--- src/rtl/pc_gen.sv ---
// Fetch program-counter generator: sequential fetch, branch/trap redirects with a
// one-entry pending register for redirects that arrive while the pipeline is stalled.
module pc_gen #(
  parameter int              XLEN         = 32,
  parameter logic [XLEN-1:0] RESET_VECTOR = 32'h0000_0000,
  parameter logic [XLEN-1:0] TRAP_VECTOR  = 32'h0000_0100,
  parameter int              INST_BYTES   = 4,
  parameter int              CNT_W        = 32
) (
  input  logic             clk,
  input  logic             reset,
  input  logic             pc_en,
  input  logic             pc_ready,
  input  logic             redirect_valid,
  input  logic [XLEN-1:0]  redirect_target,
  input  logic             trap_valid,
  input  logic             halt_req,
  output logic [XLEN-1:0]  pc_output,
  output logic             pc_valid,
  output logic             misalign_err,
  output logic [CNT_W-1:0] fetch_count,
  output logic [1:0]       state_o
);

  typedef enum logic [1:0] {
    ST_RUN  = 2'd0,
    ST_PEND = 2'd1,
    ST_HALT = 2'd2
  } state_t;

  localparam logic [XLEN-1:0] INST_STEP  = XLEN'(INST_BYTES);
  localparam logic [XLEN-1:0] ALIGN_MASK = XLEN'(INST_BYTES - 1);

  state_t           state_q, state_d;
  logic [XLEN-1:0]  pc_q, pc_d;
  logic [XLEN-1:0]  pend_tgt_q, pend_tgt_d;
  logic             pend_valid_q, pend_valid_d;
  logic             pend_trap_q, pend_trap_d;
  logic             mis_q, mis_d;
  logic [CNT_W-1:0] cnt_q, cnt_d;

  logic             advance;
  logic             mis_req;
  logic             req_valid;
  logic             req_trap;
  logic             req_take;
  logic [XLEN-1:0]  req_tgt;

  assign pc_valid     = (state_q != ST_HALT);
  assign advance      = pc_en & pc_ready & pc_valid;
  assign pc_output    = pc_q;
  assign misalign_err = mis_q;
  assign fetch_count  = cnt_q;
  assign state_o      = state_q;

  // A misaligned redirect behaves like a trap: it targets TRAP_VECTOR and is
  // protected from being overwritten by later plain redirects while pending.
  assign mis_req   = redirect_valid & ~trap_valid & ((redirect_target & ALIGN_MASK) != '0);
  assign req_valid = trap_valid | redirect_valid;
  assign req_trap  = trap_valid | mis_req;
  assign req_tgt   = req_trap ? TRAP_VECTOR : redirect_target;
  assign req_take  = req_valid & (trap_valid | ~pend_valid_q | ~pend_trap_q);

  always_comb begin
    pc_d         = pc_q;
    cnt_d        = cnt_q;
    pend_tgt_d   = pend_tgt_q;
    pend_valid_d = pend_valid_q;
    pend_trap_d  = pend_trap_q;
    mis_d        = 1'b0;

    if (advance) begin
      if (req_valid)         pc_d = req_tgt;
      else if (pend_valid_q) pc_d = pend_tgt_q;
      else                   pc_d = pc_q + INST_STEP;
      cnt_d        = cnt_q + CNT_W'(1);
      pend_valid_d = 1'b0;
      pend_trap_d  = 1'b0;
      pend_tgt_d   = '0;
      mis_d        = mis_req;
    end else if (req_take) begin
      pend_valid_d = 1'b1;
      pend_trap_d  = req_trap;
      pend_tgt_d   = req_tgt;
      mis_d        = mis_req;
    end

    if (halt_req)          state_d = ST_HALT;
    else if (pend_valid_d) state_d = ST_PEND;
    else                   state_d = ST_RUN;
  end

  always_ff @(posedge clk) begin
    if (reset) begin
      state_q      <= ST_RUN;
      pc_q         <= RESET_VECTOR;
      cnt_q        <= '0;
      pend_tgt_q   <= '0;
      pend_valid_q <= 1'b0;
      pend_trap_q  <= 1'b0;
      mis_q        <= 1'b0;
    end else begin
      state_q      <= state_d;
      pc_q         <= pc_d;
      cnt_q        <= cnt_d;
      pend_tgt_q   <= pend_tgt_d;
      pend_valid_q <= pend_valid_d;
      pend_trap_q  <= pend_trap_d;
      mis_q        <= mis_d;
    end
  end

endmodule

--- config.mk ---
export PLATFORM = sky130hd
export DESIGN_NAME = pc_gen
export DESIGN_NICKNAME = d
export VERILOG_FILES = /design/src/rtl/pc_gen.sv
export SDC_FILE = /design/constraint.sdc
export NUM_CORES = 1
export LEC_CHECK = 0
export ABC_CLOCK_PERIOD_IN_PS = 2900
export BUFFER_PORTS_ARGS = -buffer_cell sky130_fd_sc_hd__buf_2
export CAP_MARGIN = 10
export CORE_MARGIN = 2
export CORE_UTILIZATION = 40
export DETAILED_ROUTE_END_ITERATION = 12
export HOLD_SLACK_MARGIN = 0.08
export SYNTH_ARGS = -nofsm -noshare
export SYNTH_HDL_FRONTEND = slang
export SYNTH_SLANG_ARGS = --single-unit
--- constraint.sdc ---
create_clock -name clk -period 2.9 [get_ports clk]
set_clock_uncertainty 0.05 [all_clocks]
set_input_delay 0.58 -clock clk [delete_from_list [all_inputs] [get_ports clk]]
set_output_delay 0.58 -clock clk [all_outputs]
set_load 0.05 [all_outputs]
==> results by group <==
Place
  – Placed Instance Area: 0.00577 sq mm
  – GP Congestion: 0.855
  – Port Buffers: 106
  – Pre-CTS WS: 0.455 ns
  – Placed cells: between 800 and 900
  – Final HPWL DP: 10.1 mm

Global routing
  – GRT Total Usage: 0.226
  – Largest net degree at the start of global routing: 43
  – Total grt overflow: 0
  – First-pass GRT wire length: 23.8 mm
  – Antenna violations before repair: 0
  – Vias in the first global route: 4535

Route
  – WL final: 14.7 mm
  – Antenna-violating nets left: 0
  – DR iter-0 viols: 349
  – Vias: 4818
  – Vias per Instance: 5.68
  – Wire length per cell: approximately 17 um
  – Initial DRT Pass Iterations: 4
  – # DRC: 0

Layout
  – Share of cells above drive strength 1: 0.247
  – Final non-filler cell total: between 800 and 900
  – Finished Cell Area: 0.00608 sq mm
  – Fin nets: 716
  – Layout area overhead: 21.0%
  – N_diodes: 0

Power
  – Pwr Density: 512 mW/mm^2
  – Worst vdd ir: ~310 uV
  – Lkg Pwr: 2.43 nW

Synthesis
  – Synth warn: 0
  – Synth top area share: 0.402
  – Synth Register Bits: 101
  – Top post-synthesis cells by area: dfxtp_1 40%, a22o_1 5.2%, xor2_1 5.2%
  – Post-synthesis sequential area ratio: 0.402
  – Synthesized Nets: 621
  – Predominant post-synthesis flop cell: dfxtp_1
  – Netlist Area Pre-Place: 0.00502 sq mm
  – Dominant cell type by area after synthesis: dfxtp_1
  – Asr flop ratio synth: 0
  – Post-synth EDFFs: 0
  – Unique masters post-synth: 69
  – Synthesized area per cell: 8.66 sq um
  – Mapped Cells: 580

Clock tree
  – CTS H-tree depth: 3
  – Root Driver: clkbuf_16
  – Clock Latency Late Sink: 0.36 ns
  – Clock buffer depth: 2
  – Clock sinks: 101
  – Setup bufs post-CTS: 0
  – Hold-fix buffers, CTS: 0
  – Clock transition at the registers of the reported paths: 0.07 ns
  – TritonCTS Buffers: 9
  – CTS resizes: 0
  – TritonCTS clock tree: yes

Worst setup path
  – Worst path slowest cell: nor4_4
  – CP Launch Type: register
  – CP cell instances: ha_1 > nand4_4 > nor4_4 > nand4b_2 > xor2_1 > a2111oi_2
  – Crit end category: register
  – Critical path peak fanout: 9
  – Worst path max stage delay: about 0.6 ns
  – Setup Crit Path Kind: register to register
  – Worst Path Arrival: 2.59 ns
  – Worst Path Required: a little over 3 ns
  – Reg2Reg Depth: 6

STA
  – Tcrit/Tclk final: 0.820
  – Slew margin rel.: 0.377
  – Setup TNS: 0 ns
  – Final hold violation count: 0
  – Tmin final: 2.38 ns
  – Slew of the pin with the lowest slew margin: 0.911 ns
  – Final hold slack: 0.342 ns
  – Final Slew Violations: 0
  – RSZ-0062 raised after global routing: no
  – Final setup violation count: 0
  – Fmax: 0.420 GHz
  – Setup ws final: 0.521 ns

Floorplan
  – Row count: 40
  – Die ar.: 0.0135 sq mm
  – Initial core utilization: 0.415
  – Die width: between 100 and 150 um
  – I/O pins: 107
  – Die height: ~120 um
  – Core area: ~0.012 sq mm

Run status
  – Outcome: complete, no violations

Worst hold path
  – Hold path depth: 2
  – Min-delay worst type: primary input to register

Run
  – Max Cap Viol: 0
routing by layer:
metal  GRT usage  up-vias  part of all wire
li1            -     2349                 -
met1       0.292     2299              0.44
met2       0.378      155              0.48
met3      0.0596       15             0.060
met4      0.0579        0             0.013
met5           0        -                 0
cell families after synthesis:
family	share of synthesized area
adder cells (fa/ha/maj)	0.00498
AND/OR/NAND/NOR	0.261
AO/OA/AOI/OAI	0.226
multiplexers	0.00648
buffers and inverters	0.0403
XOR/XNOR	0.0593
flip-flops	0.402
layout by cell type, fill, tap and decap left out, types with 8 or more instances in the layout:
master / Yosys / routed
o21ai_1: 8 / 8
and3_1: 11 / 11
dfxtp_1: 101 / 101
buf_2: 6 / 106
or3_1: 10 / 10
buf_4: 0 / 18
a21oi_1: 30 / 30
a221oi_1: 12 / 12
inv_1: 9 / 9
nor3_1: 18 / 18
a22o_1: 30 / 30
clkbuf_16: 0 / 9
xor2_1: 30 / 30
nor2_1: 61 / 60
nand3_1: 33 / 33
nand2_1: 39 / 39
nand4_1: 15 / 15
o21ai_0: 23 / 23
flip-flops by register name, indices dropped and copies added, names as in the netlist:
register and flops:
fetch_count 32, misalign_err 1, pc_output 32, pend_tgt_q 32, pend_trap_q 1, pend_valid_q 1
state_o 2
cell type report:
cell class	count	area, sq um
fill	1187	6030
multi-input combinational	429	2820
sequential	101	2020
timing repair buffer	125	686
clock buffer	9	225
tap	168	210
clock inverter	7	81.3
inverter	9	33.8
through the flow:
step	util	power [W]
after floorplan	-	0.00174
after global placement	0.476	0.00186
after detailed placement	0.476	0.00187
after CTS	0.502	0.00314
after global routing	0.502	0.00323
final	0.502	0.00311
synth_stat cells (4+ instances only):
cell type,instances
a22o_1,30
xnor2_1,4
nand3_1,33
o21ai_1,8
nand2_1,39
nor2_1,61
nand4_1,15
xor2_1,30
o21ai_0,23
a21oi_1,30
a21o_1,4
or3_1,10
buf_1,6
nor3_1,18
inv_1,9
nor4_1,4
dfxtp_1,101
buf_2,6
and4_1,7
a2111oi_0,5
and2_1,6
clkbuf_1,28
a221oi_1,12
a211oi_1,7
and3_1,11
a22oi_1,6
a31oi_1,7
nor4_4,4
worst max-delay path, delay by kind of cell (launching register included):
kind	cells	cell delay, ns
XOR/XNOR	1	0.18
AO/OA/AOI/OAI	1	0.34
AND/OR/NAND/NOR	3	0.97
flip-flops	1	0.43
adder cells (fa/ha/maj)	1	0.31
report_power, final:
| part | switching, W | total [W] | internal [W] | leakage (nW) |
|---|---|---|---|---|
| clock | 0.000588 | 0.00127 | 0.000684 | 0.152 |
| sequential | 0.0000485 | 0.00147 | 0.00142 | 0.820 |
| combinational | 0.000248 | 0.000365 | 0.000117 | 1.46 |
| total | 0.000884 | 0.00311 | 0.00222 | 2.43 |
path summary, 6_finish.rpt:
| kind | end | startpoint | slack [ns] |
|---|---|---|---|
| worst max-delay path | pc_output[30]$_SDFFE_PP0P_ | pc_output[2]$_SDFFE_PP0P_ | 0.52 |
| worst min-delay path | state_o[0]$_SDFF_PP0_ | halt_req | 0.34 |
| worst max register to register | pc_output[30]$_SDFFE_PP0P_ | pc_output[2]$_SDFFE_PP0P_ | 0.52 |
| worst min register to register | pend_tgt_q[0]$_SDFFE_PP0P_ | pend_tgt_q[0]$_SDFFE_PP0P_ | 0.41 |
(Power assumes the default switching activity.)
